**src/rtl/traffic_light_monitor.sv**
```systemverilog
// traffic_light_monitor: checks a two-road one-hot {R,Y,G} light bus for encoding, conflict,
// colour order and dwell violations, latching a fault with sticky flags.
module traffic_light_monitor #(
    parameter int CNT_W      = 32,
    parameter int MIN_RED    = 2,
    parameter int MIN_YELLOW = 2,
    parameter int MIN_GREEN  = 2,
    parameter int MAX_DWELL  = 20_000_000
) (
    input  logic        clk,
    input  logic        rst,
    input  logic [2:0]  main_road,
    input  logic [2:0]  side_road,
    input  logic        fault_clr,
    output logic        fault,
    output logic [4:0]  err_flags,
    output logic [2:0]  first_err,
    output logic [15:0] cycles_done
);
    localparam logic [2:0] RED = 3'b100;
    localparam logic [2:0] YEL = 3'b010;
    localparam logic [2:0] GRN = 3'b001;
    localparam logic [CNT_W-1:0] DMAX = CNT_W'(MAX_DWELL);
    localparam logic [CNT_W-1:0] DONE = CNT_W'(1);

    typedef enum logic [1:0] {SYNC, RUN, FLT} state_t;

    state_t           r_state, w_state;
    logic [2:0]       r_col   [2];
    logic [2:0]       w_col   [2];
    logic [CNT_W-1:0] r_dwell [2];
    logic [CNT_W-1:0] w_dwell [2];
    logic [2:0]       w_road  [2];
    logic [1:0]       r_armed, w_armed, r_valid, w_valid, w_ok;
    logic [4:0]       r_flags, w_flags, w_err;
    logic [2:0]       r_first, w_first;
    logic [15:0]      r_cycles, w_cycles;

    always_ff @(posedge clk or posedge rst) begin
        if (rst) begin
            r_state  <= SYNC;
            r_col    <= '{default: '0};
            r_dwell  <= '{default: '0};
            r_armed  <= '0;
            r_valid  <= '0;
            r_flags  <= '0;
            r_first  <= '0;
            r_cycles <= '0;
        end else begin
            r_state  <= w_state;
            r_col    <= w_col;
            r_dwell  <= w_dwell;
            r_armed  <= w_armed;
            r_valid  <= w_valid;
            r_flags  <= w_flags;
            r_first  <= w_first;
            r_cycles <= w_cycles;
        end
    end

    always_comb begin
        w_state  = r_state;
        w_col    = r_col;
        w_dwell  = r_dwell;
        w_armed  = r_armed;
        w_valid  = r_valid;
        w_flags  = r_flags;
        w_first  = r_first;
        w_cycles = r_cycles;
        w_err    = '0;
        w_road[0] = main_road;
        w_road[1] = side_road;
        for (int i = 0; i < 2; i++)
            w_ok[i] = (w_road[i] == RED) || (w_road[i] == YEL) || (w_road[i] == GRN);
        if (r_state == SYNC) begin
            if (&w_ok) begin
                for (int i = 0; i < 2; i++) begin
                    w_col[i]   = w_road[i];
                    w_dwell[i] = DONE;
                    w_armed[i] = 1'b0;
                    w_valid[i] = 1'b1;
                end
                w_state = RUN;
            end
        end else begin
            for (int i = 0; i < 2; i++) begin
                if (!w_ok[i]) begin
                    w_err[0]   = 1'b1;
                    w_valid[i] = 1'b0;
                end else if (!r_valid[i]) begin
                    w_col[i]   = w_road[i];
                    w_dwell[i] = DONE;
                    w_armed[i] = 1'b0;
                    w_valid[i] = 1'b1;
                end else if (w_road[i] == r_col[i]) begin
                    if (r_dwell[i] == DMAX) w_err[4] = 1'b1;
                    else w_dwell[i] = r_dwell[i] + DONE;
                end else begin
                    if (!((r_col[i] == RED && w_road[i] == YEL) ||
                          (r_col[i] == YEL && w_road[i] == GRN) ||
                          (r_col[i] == GRN && w_road[i] == RED))) w_err[2] = 1'b1;
                    if (r_armed[i] && r_dwell[i] < (r_col[i] == RED ? CNT_W'(MIN_RED) :
                        r_col[i] == YEL ? CNT_W'(MIN_YELLOW) : CNT_W'(MIN_GREEN))) w_err[3] = 1'b1;
                    w_col[i]   = w_road[i];
                    w_dwell[i] = DONE;
                    w_armed[i] = 1'b1;
                end
            end
            w_err[1] = &w_ok && !main_road[2] && !side_road[2];
            if (w_ok[0] && r_valid[0] && r_col[0] == RED && main_road == YEL && r_cycles != 16'hFFFF)
                w_cycles = r_cycles + 16'd1;
            w_flags = r_flags | w_err;
            if (r_state == RUN && |w_err) begin
                w_state = FLT;
                w_first = w_err[0] ? 3'd1 : w_err[1] ? 3'd2 : w_err[2] ? 3'd3 : w_err[3] ? 3'd4 : 3'd5;
            end
        end
        // clear wins over anything detected on the same sample
        if (fault_clr) begin
            w_state  = SYNC;
            w_flags  = '0;
            w_first  = '0;
            w_cycles = '0;
            w_valid  = '0;
            w_armed  = '0;
            w_dwell  = '{default: '0};
        end
    end

    assign fault       = (r_state == FLT);
    assign err_flags   = r_flags;
    assign first_err   = r_first;
    assign cycles_done = r_cycles;
endmodule

```
**config.mk**
```make
export PLATFORM = sky130hd
export DESIGN_NAME = traffic_light_monitor
export DESIGN_NICKNAME = d
export VERILOG_FILES = /design/src/rtl/traffic_light_monitor.sv
export SDC_FILE = /design/constraint.sdc
export NUM_CORES = 1
export LEC_CHECK = 0
export CAP_MARGIN = 10
export CORE_MARGIN = 5
export CORE_UTILIZATION = 42
export DETAILED_ROUTE_END_ITERATION = 12
export GPL_ROUTABILITY_DRIVEN = 1
export PLACE_DENSITY_LB_ADDON = 0.2
export REMOVE_ABC_BUFFERS = 1
export SLEW_MARGIN = 20
export SYNTH_ARGS = -nofsm -noshare
export SYNTH_HDL_FRONTEND = slang
export SYNTH_SLANG_ARGS = --single-unit
export TNS_END_PERCENT = 50
```
**constraint.sdc**
```tcl
create_clock -name clk -period 3.3 [get_ports clk]
set_input_delay 0.33 -clock clk [delete_from_list [all_inputs] [get_ports clk]]
set_output_delay 0.33 -clock clk [all_outputs]
set_load 0.01 [all_outputs]
```
==> impl_metrics.json, run 1 <==
{
  "path_clk_slew_ns": 0.07,
  "synth_seq_cells": 100,
  "first_pass_iters": 6,
  "cpMaxStageDelayCell": "nor4b_1",
  "cts_hold_buf": 0,
  "cts_tree": "built",
  "postSynth.asyncResetShare_pct": 100,
  "setup_viol": 0,
  "clock_skew_ns": 0.00649,
  "maxCapViolations": 0,
  "grt_use_total_pct": 19.0,
  "total_leakage_power_uw": 0.00262,
  "status": "complete, no violations",
  "synth_top_area_share_pct": 42.0,
  "tns_ns": 0,
  "clockRootBuffer": "clkbuf_16",
  "avgRoutedWirePerCell_um": 17.2,
  "cts_made_buffers": 9,
  "min_path_type": "in2async",
  "row_count": 43,
  "yosys_warnings": 0,
  "remaining_drc_errors": 0,
  "cts_setup_buffers": 0,
  "cts_sinks": 100,
  "worstSetupPathType": "reg2reg",
  "portBuffers": 33,
  "slowest_delay_ns": 0.61,
  "io_pins": 34,
  "hold_viol_final": 0,
  "tightestPinTransition_ns": 0.835,
  "yosysTopAreaCell": "dfrtp_1",
  "maxSlewHeadroom_pct": 44.2,
  "htreeDepth": 3,
  "synthTopCellsByArea": "dfrtp_1 42%, a21oi_1 5.3%, or4_1 4.9%",
  "seq_area_frac_synth_pct": 42.0,
  "antenna_left": 0,
  "cts.repair.resized": 0,
  "wl_um": 15100,
  "via_per_inst": 6.08,
  "initial_core_util_pct": 43.0,
  "grt_pass1_vias": 5244,
  "nNetsFinal": 711,
  "first_iter_violations": 454,
  "cp.required_ns": 3.54,
  "die-area_um2": 16700,
  "place_hpwl_um": 10600,
  "peakVddDrop_uv": 430,
  "syn_inst": 670,
  "fp.dieH_um": 129,
  "netlist_area_um2": 5960,
  "synthToLayoutAreaGrowth_pct": 16.0,
  "grt_setup_unrepaired": "no",
  "synth_area_per_cell_um2": 8.90,
  "clock_path_buffers": 2,
  "p_total_uw": 2870,
  "overflow": 0,
  "drive_gt1_share_pct": 8.12,
  "period_minus_slack_ns": 2.84,
  "die_width_um": 129,
  "clock_latency_ns": 0.35,
  "synthFlopType": "dfrtp_1",
  "vias": 5366,
  "cp_max_fo": 7,
  "critPathLaunchType": "flop",
  "antenna_found_initial": 0,
  "core_um2": 13900,
  "place_congestion": 0.873,
  "period_share_pct": 86.0,
  "slew_viol_final": 0,
  "crit_path_cell_trace": "or4_4 -> nor4_1 -> nor4b_1 -> a2111o_1 -> o31a_1 -> mux2_1",
  "cp-end-kind": "flop",
  "fmax_ghz": 0.352,
  "arrival_ns": 3.08,
  "antenna_cells": 0,
  "synth_cell_type_count": 58,
  "power_density_nw_per_um2": 415,
  "holdWs_ns": 0.451,
  "grt_max_degree": 59,
  "grt_pass1_wl_um": 26200,
  "synth-edff-count": 0
}
-- cells in the final DEF, fill, tap and decap left out, types with 18 or more instances in the layout --
cell type	instances
nor4_1	21
xor2_1	19
nand2_1	59
nand3_1	37
clkdlybuf4s50_1	33
o31ai_1	33
or4_1	39
dfrtp_1	100
a21oi_1	61
nor2_1	34
nand4_1	29
buf_4	18
-- power by group --
group	internal, uW	switching, uW
combinational	137	232
clock	677	516
sequential	1260	46.9
total	2080	795
-- area by class of cell --
| type | count | area [um2] |
|---|---|---|
| fillers | 1314 | 6960 |
| flip-flops and latches | 100 | 2500 |
| inverters | 15 | 58.8 |
| clock inverters | 7 | 105 |
| multi-input cells | 517 | 3280 |
| well taps | 180 | 225 |
| repair buffers | 54 | 526 |
| clock buffers | 9 | 225 |
-- flip-flops by register name, indices dropped and copies added (netlist names) --
| register | cells |
|---|---|
| r_state | 2 |
| r_col | 6 |
| cycles_done | 16 |
| r_valid | 2 |
| first_err | 3 |
| r_armed | 2 |
| err_flags | 5 |
| r_dwell | 64 |
-- synthesized netlist by cell type (2+ instances only) --
cell type	n
or4_1	39
nor3_1	14
mux2i_1	11
nor4_1	21
and4_1	10
nor4bb_1	5
xor2_1	19
nand4_1	29
o211ai_1	5
clkbuf_1	27
or4_4	2
or3_1	15
o21ai_1	16
or2_2	5
o31ai_1	34
and4b_1	3
nor2_1	34
nor2b_1	3
or2_1	2
ha_1	5
nand2_1	59
o21a_1	6
and2_1	4
xnor2_1	6
a21o_1	3
nand4b_1	3
and3_1	16
nand3_1	37
o2111ai_1	2
or2_0	5
inv_1	14
a211oi_1	4
or4b_1	2
o31a_1	3
mux2_2	2
a21oi_1	63
dfrtp_1	100
o21ai_0	12
buf_2	11
-- layer usage --
metal	part of all wire, %	up-vias	GRT usage [%]
met4	1.4	0	5.62
li1	-	2625	-
met3	3.4	18	3.92
met5	0	-	0
met2	48	93	30.1
met1	47	2630	26.5
-- path summary, 6_finish.rpt --
path,slack (ns),cells past startpoint,from,endpoint
max,0.46,6,r_dwell[36],first_err[2]
min,0.45,2,rst,r_dwell[41]
max reg2reg,0.46,6,r_dwell[36],first_err[2]
min reg2reg,0.51,1,err_flags[4],err_flags[4]
max in group asynchronous,2.14,3,rst,r_col[1]
min in group clk,0.51,1,err_flags[4],err_flags[4]
-- worst max-delay path, delay by kind of cell (launching register included) --
family | cells | cell delay, ns
AOI/OAI and AO/OA | 2 | 0.38
muxes | 1 | 0.33
and+or+nand+nor | 3 | 1.57
DFF | 1 | 0.44
-- per-stage QoR --
stage	area [um2]	std cells	utilization [%]	setup slack, ns
5_1_grt	6920	882	49.8	0.331
2_1_floorplan	5810	632	-	-0.377
4_1_cts	6920	882	49.8	0.491
6_report	6920	882	49.8	0.461
3_5_place_dp	6590	866	47.5	0.247
3_3_place_gp	6590	866	47.5	0.317
-- kinds of logic after synthesis --
logic type | count (synthesis) | synth area share [%]
compound gates | 156 | 16.1
xor+xnor | 25 | 3.67
fa+ha+maj | 5 | 1.05
buf+inv | 53 | 3.57
flops | 100 | 42.0
mux | 15 | 2.67
simple gates | 316 | 30.9
(Power assumes the default switching activity.)
==> inputs of run 2 (changes only) <==
- DONT_BUFFER_PORTS: unset -> 1
- SKIP_LAST_GASP: unset -> 1
==> run 2 against run 1 <==
  * The flow now finishes with violations (negative hold slack)
  * Clock-buffer cell count up 3
  * Power shrank 5.4%
  * First-iteration DRC count down 14%
  * Non-clock buffer count shrank 45
  * Largest cell class unchanged
  * Sequential power about the same
  * Routed wire length down 0.63%
  * Die area unchanged
  * Final cell count down 5.2%
  * Clock skew grew 0.0026 ns
==> impl_metrics.json, run 2 (same netlist as run 1, synthesis figures left out) <==
{
  "period_minus_slack_ns": 2.72,
  "first_iter_violations": 392,
  "gr-usage-met1_pct": 24.8,
  "peakVddDrop_uv": 341,
  "p_total_uw": 2710,
  "initial_core_util_pct": 43.0,
  "arrival_ns": 2.96,
  "antenna_cells": 0,
  "htreeDepth": 3,
  "cts_tree": "built",
  "via_per_inst": 6.35,
  "dpl.cell_count": 821,
  "finalNonFillerCells": 836,
  "violations": "negative hold slack",
  "fp.dieH_um": 129,
  "ff_latch_area_um2": 2500,
  "clock_skew_ns": 0.00908,
  "worstSetupPathType": "reg2reg",
  "clock_path_buffers": 2,
  "layout_common_cells": "100 x dfrtp_1, 61 x a21oi_1, 59 x nand2_1, 39 x or4_1, 37 x nand3_1",
  "io_pins": 34,
  "core_um2": 13900,
  "multiInputGateArea_um2": 3280,
  "r2r_start": "r_dwell[36]",
  "grt_setup_unrepaired": "no",
  "nNetsFinal": 666,
  "fmax_ghz": 0.367,
  "largest_reg_flops": 64,
  "cts_hold_buf": 0,
  "portBuffers": 0,
  "n_fill_cell": 1346,
  "cts_setup_buffers": 0,
  "grt_max_degree": 85,
  "cts_sinks": 100,
  "setup_viol": 0,
  "status": "complete, but fails checks",
  "grt_pass1_wl_um": 24800,
  "cts_made_buffers": 9,
  "cts.repair.resized": 0,
  "cp.required_ns": 3.53,
  "power_density_nw_per_um2": 422,
  "wl_um": 15000,
  "met2_usage_pct": 29.2,
  "tightestPinTransition_ns": 0.892,
  "worstSetupStartpoint": "r_dwell[36]",
  "overflow": 0,
  "slew_viol_final": 0,
  "antenna_left": 0,
  "die_width_um": 129,
  "maxCapViolations": 0,
  "avgRoutedWirePerCell_um": 18.0,
  "cp_max_fo": 7,
  "drive_gt1_share_pct": 6.55,
  "grt_busiest_layer": "met2",
  "antenna_found_initial": 0,
  "cp-end-kind": "flop",
  "path_clk_slew_ns": 0.07,
  "hold_viol_final": 24,
  "grt_use_met3_pct": 4.12,
  "die-area_um2": 16700,
  "place_hpwl_um": 10200,
  "clock_latency_ns": 0.35,
  "grt_use_total_pct": 18.2,
  "clockRootBuffer": "clkbuf_16",
  "place_congestion": 0.835,
  "maxSlewHeadroom_pct": 40.4,
  "critPathLaunchType": "flop",
  "holdWs_ns": -0.0204,
  "synthToLayoutAreaGrowth_pct": 7.93,
  "row_count": 43,
  "period_share_pct": 82.5,
  "total_leakage_power_uw": 0.00241,
  "first_pass_iters": 5,
  "min_path_type": "in2async",
  "vias": 5311,
  "final_common_cell": "dfrtp_1",
  "grt_pass1_vias": 4936,
  "remaining_drc_errors": 0,
  "top_register": "r_dwell"
}
run 2: cell count changes in the layout (fill, tap and decap cells not counted):
cell             delta
buf_12              -3
bufinv_16           -1
inv_8               -1
clkdlybuf4s50_1    -33
inv_4               -1
buf_4               -9
clkbuf_8            +2
inv_6               -1
clkbuf_1            +1
run 2: path summary, 6_finish.rpt:
kind,end,slack [ns],depth (start not counted)
min in group clk,cycles_done[7],0.04,1
max reg2reg,first_err[2],0.58,6
min,cycles_done[5],-0.02,1
max in group asynchronous,r_valid[0],2.64,2
max,first_err[2],0.58,6
min reg2reg,r_valid[0],0.55,2
run 2: metrics by stage:
step	setup WS, ns	instance area [um2]	util, %	TNS [ns]
floorplan	-0.377	5810	-	-10.75
global placement	0.651	6130	44.2	0
detailed placement	0.617	6130	44.2	0
CTS	0.593	6430	46.3	0
global route	0.434	6430	46.4	0
finish	0.578	6430	46.4	0
run 2: area by class of cell:
class / count / area share [%]
Inverter: 15 / 0.953
Sequential cell: 100 / 38.9
Timing Repair Buffer: 9 / 1.05
Multi-Input combinational cell: 517 / 50.9
Tap cell: 180 / 3.50
Clock buffer: 12 / 3.99
Clock inverter: 3 / 0.719
run 2: routing by layer:
layer / part of all wire (%) / vias to the layer above
li1: - / 2533
met1: 47 / 2644
met2: 47 / 110
met3: 4.2 / 24
met4: 1.4 / 0
met5: 0 / -
run 2: power breakdown:
part           switching [uW]  total [uW]  internal (uW)  leakage, uW
logic                     202         303            102     0.000888
registers                50.3        1310           1260      0.00138
clock network             472        1100            627     0.000145
run 2: critical path, cell delays in order (launching register included):
cell      delay [ns]
dfrtp_1         0.44
or4_4           0.57
nor4_1          0.32
nor4b_1         0.54
a2111o_1        0.23
o31a_1          0.17
mux2_1          0.34
==> inputs of run 3 (changes only) <==
- clock period: 3.3 -> 2.65 ns (I/O delays scaled with it)
==> run 3 against run 2 <==
  * Largest cell class unchanged
  * Global-route usage rose by 1.1 points
  * Via count increased by 0.58%
  * Combinational power rose by 42%
  * Critical endpoint unchanged
  * Final cell count up 2.8%
  * The flow now finishes without violations
  * Critical path type unchanged
==> impl_metrics.json, run 3 (same netlist as run 1, synthesis figures left out) <==
{
  "maxSlewHeadroom_pct": 51.6,
  "clock_latency_ns": 0.35,
  "path_clk_slew_ns": 0.07,
  "power_density_nw_per_um2": 523,
  "critPathLaunchType": "flop",
  "fin_ws_ns": 0.131,
  "grt_use_total_pct": 19.3,
  "nNetsFinal": 689,
  "first_iter_violations": 500,
  "cts_tree": "built",
  "final_core_util_pct": 48.0,
  "n_fill_cell": 1312,
  "final_common_cell": "dfrtp_1",
  "crit_buf_inv": 0,
  "crit_path_cell_trace": "or4_4 -> or4_4 -> nor4_4 -> a2111o_1 -> o31a_1 -> mux2_1",
  "tightestPinTransition_ns": 0.723,
  "synthToLayoutAreaGrowth_pct": 11.9,
  "grt_pass1_wl_um": 26300,
  "slowest_delay_ns": 0.55,
  "via_per_inst": 6.22,
  "met1_length_um": 7230,
  "total_leakage_power_uw": 0.00255,
  "setup_viol": 0,
  "layout_common_cells": "100 x dfrtp_1, 61 x a21oi_1, 59 x nand2_1, 39 x or4_1, 37 x nand3_1",
  "place_hpwl_um": 10700,
  "htreeDepth": 3,
  "avgRoutedWirePerCell_um": 18.1,
  "wl_um": 15500,
  "clkPwrFrac_pct": 41.0,
  "place_congestion": 0.834,
  "grt_max_degree": 59,
  "worstSetupPathType": "reg2reg",
  "clock_path_buffers": 2,
  "cts_sinks": 100,
  "switching_share_pct": 26.2,
  "arrival_ns": 2.76,
  "p_sw_uw": 913,
  "clockRootBuffer": "clkbuf_16",
  "critPathTopFamily": "simple AND/OR/NAND/NOR gates",
  "maxCapViolations": 0,
  "met2_length_um": 7420,
  "dr.max_layer_used": "met4",
  "portBuffers": 0,
  "largest_reg_flops": 64,
  "die_width_um": 129,
  "row_count": 43,
  "seqPwrFrac_pct": 46.7,
  "cp_max_fo": 3,
  "fmax_ghz": 0.397,
  "antenna_found_initial": 0,
  "peakVddDrop_uv": 475,
  "slew_viol_final": 0,
  "cpMaxStageDelayCell": "or4_4",
  "antenna_left": 0,
  "cts_setup_buffers": 0,
  "overflow": 0,
  "power.internal_uw": 2580,
  "pwr-share-comb_pct": 12.3,
  "min_path_type": "in2reg",
  "period_share_pct": 95.1,
  "grt_setup_unrepaired": "yes",
  "cpMostUsedCell": "or4_4",
  "cp.required_ns": 2.89,
  "vias": 5342,
  "die-area_um2": 16700,
  "status": "complete, no violations",
  "remaining_drc_errors": 0,
  "route.met3.wl_um": 617,
  "fp.dieH_um": 129,
  "cts_made_buffers": 9,
  "antenna_cells": 0,
  "initial_core_util_pct": 43.0,
  "hold_viol_final": 0,
  "first_pass_iters": 6,
  "rrSetupSlack_ns": 0.13,
  "io_pins": 34,
  "grt_pass1_vias": 5194,
  "top_register": "r_dwell",
  "clock_skew_ns": 0.00584,
  "drive_gt1_share_pct": 10.2,
  "cp-end-kind": "flop",
  "core_um2": 13900,
  "p_total_uw": 3490,
  "period_minus_slack_ns": 2.52,
  "pre_cts_slack_ns": 0.00952
}
-- run 3: what timing repair did --
item,4_1_cts,5_1_grt
gates resized for setup,0,3
setup endpoints to repair,0,3
hold buffers,2,0
endpoints found under the hold margin,73,0
-- run 3: path summary, 6_finish.rpt --
check                             start              to  cells past startpoint
setup / recovery            r_dwell[36]    first_err[2]                      6
hold / removal             side_road[2]        r_col[2]                      2
setup reg to reg            r_dwell[36]    first_err[2]                      6
min in group asynchronous           rst  cycles_done[7]                      2
hold reg to reg              r_valid[1]      r_valid[1]                      2
max in group asynchronous           rst        r_col[5]                      3
-- run 3: metal layers --
metal / vias to the layer above / track usage (%)
met2: 116 / 31.3
met4: 0 / 5.68
met1: 2623 / 26.2
met5: - / 0
met3: 25 / 4.08
li1: 2578 / -
-- run 3: cell type report --
type / instances / area [um2] / area share, %
Clock inverter: 4 / 73.8 / 1.11
Tap cell: 180 / 225 / 3.38
Clock buffer: 11 / 243 / 3.64
Timing Repair Buffer: 32 / 265 / 3.98
Sequential cell: 100 / 2500 / 37.5
Multi-Input combinational cell: 517 / 3300 / 49.5
Inverter: 15 / 58.8 / 0.882
-- run 3: power groups by stage --
stage               Sequential [uW]  Combinational (uW)  Clock, uW
finish                         1630                 430       1430
global route                   1640                 478       1520
CTS                            1630                 429       1460
detailed placement             1660                 418          0
global placement               1660                 408          0
floorplan                      1640                 273          0
-- run 3: through the flow --
step	TNS (ns)	std cells	hold slack (ns)	instance area (um2)
global route	-0.0104	859	0.0199	6670
detailed placement	0	842	0.266	6310
CTS	0	859	0.0142	6650
finish	0	859	0.0229	6670
global placement	0	842	0.262	6310
floorplan	-69.61	632	0.328	5810
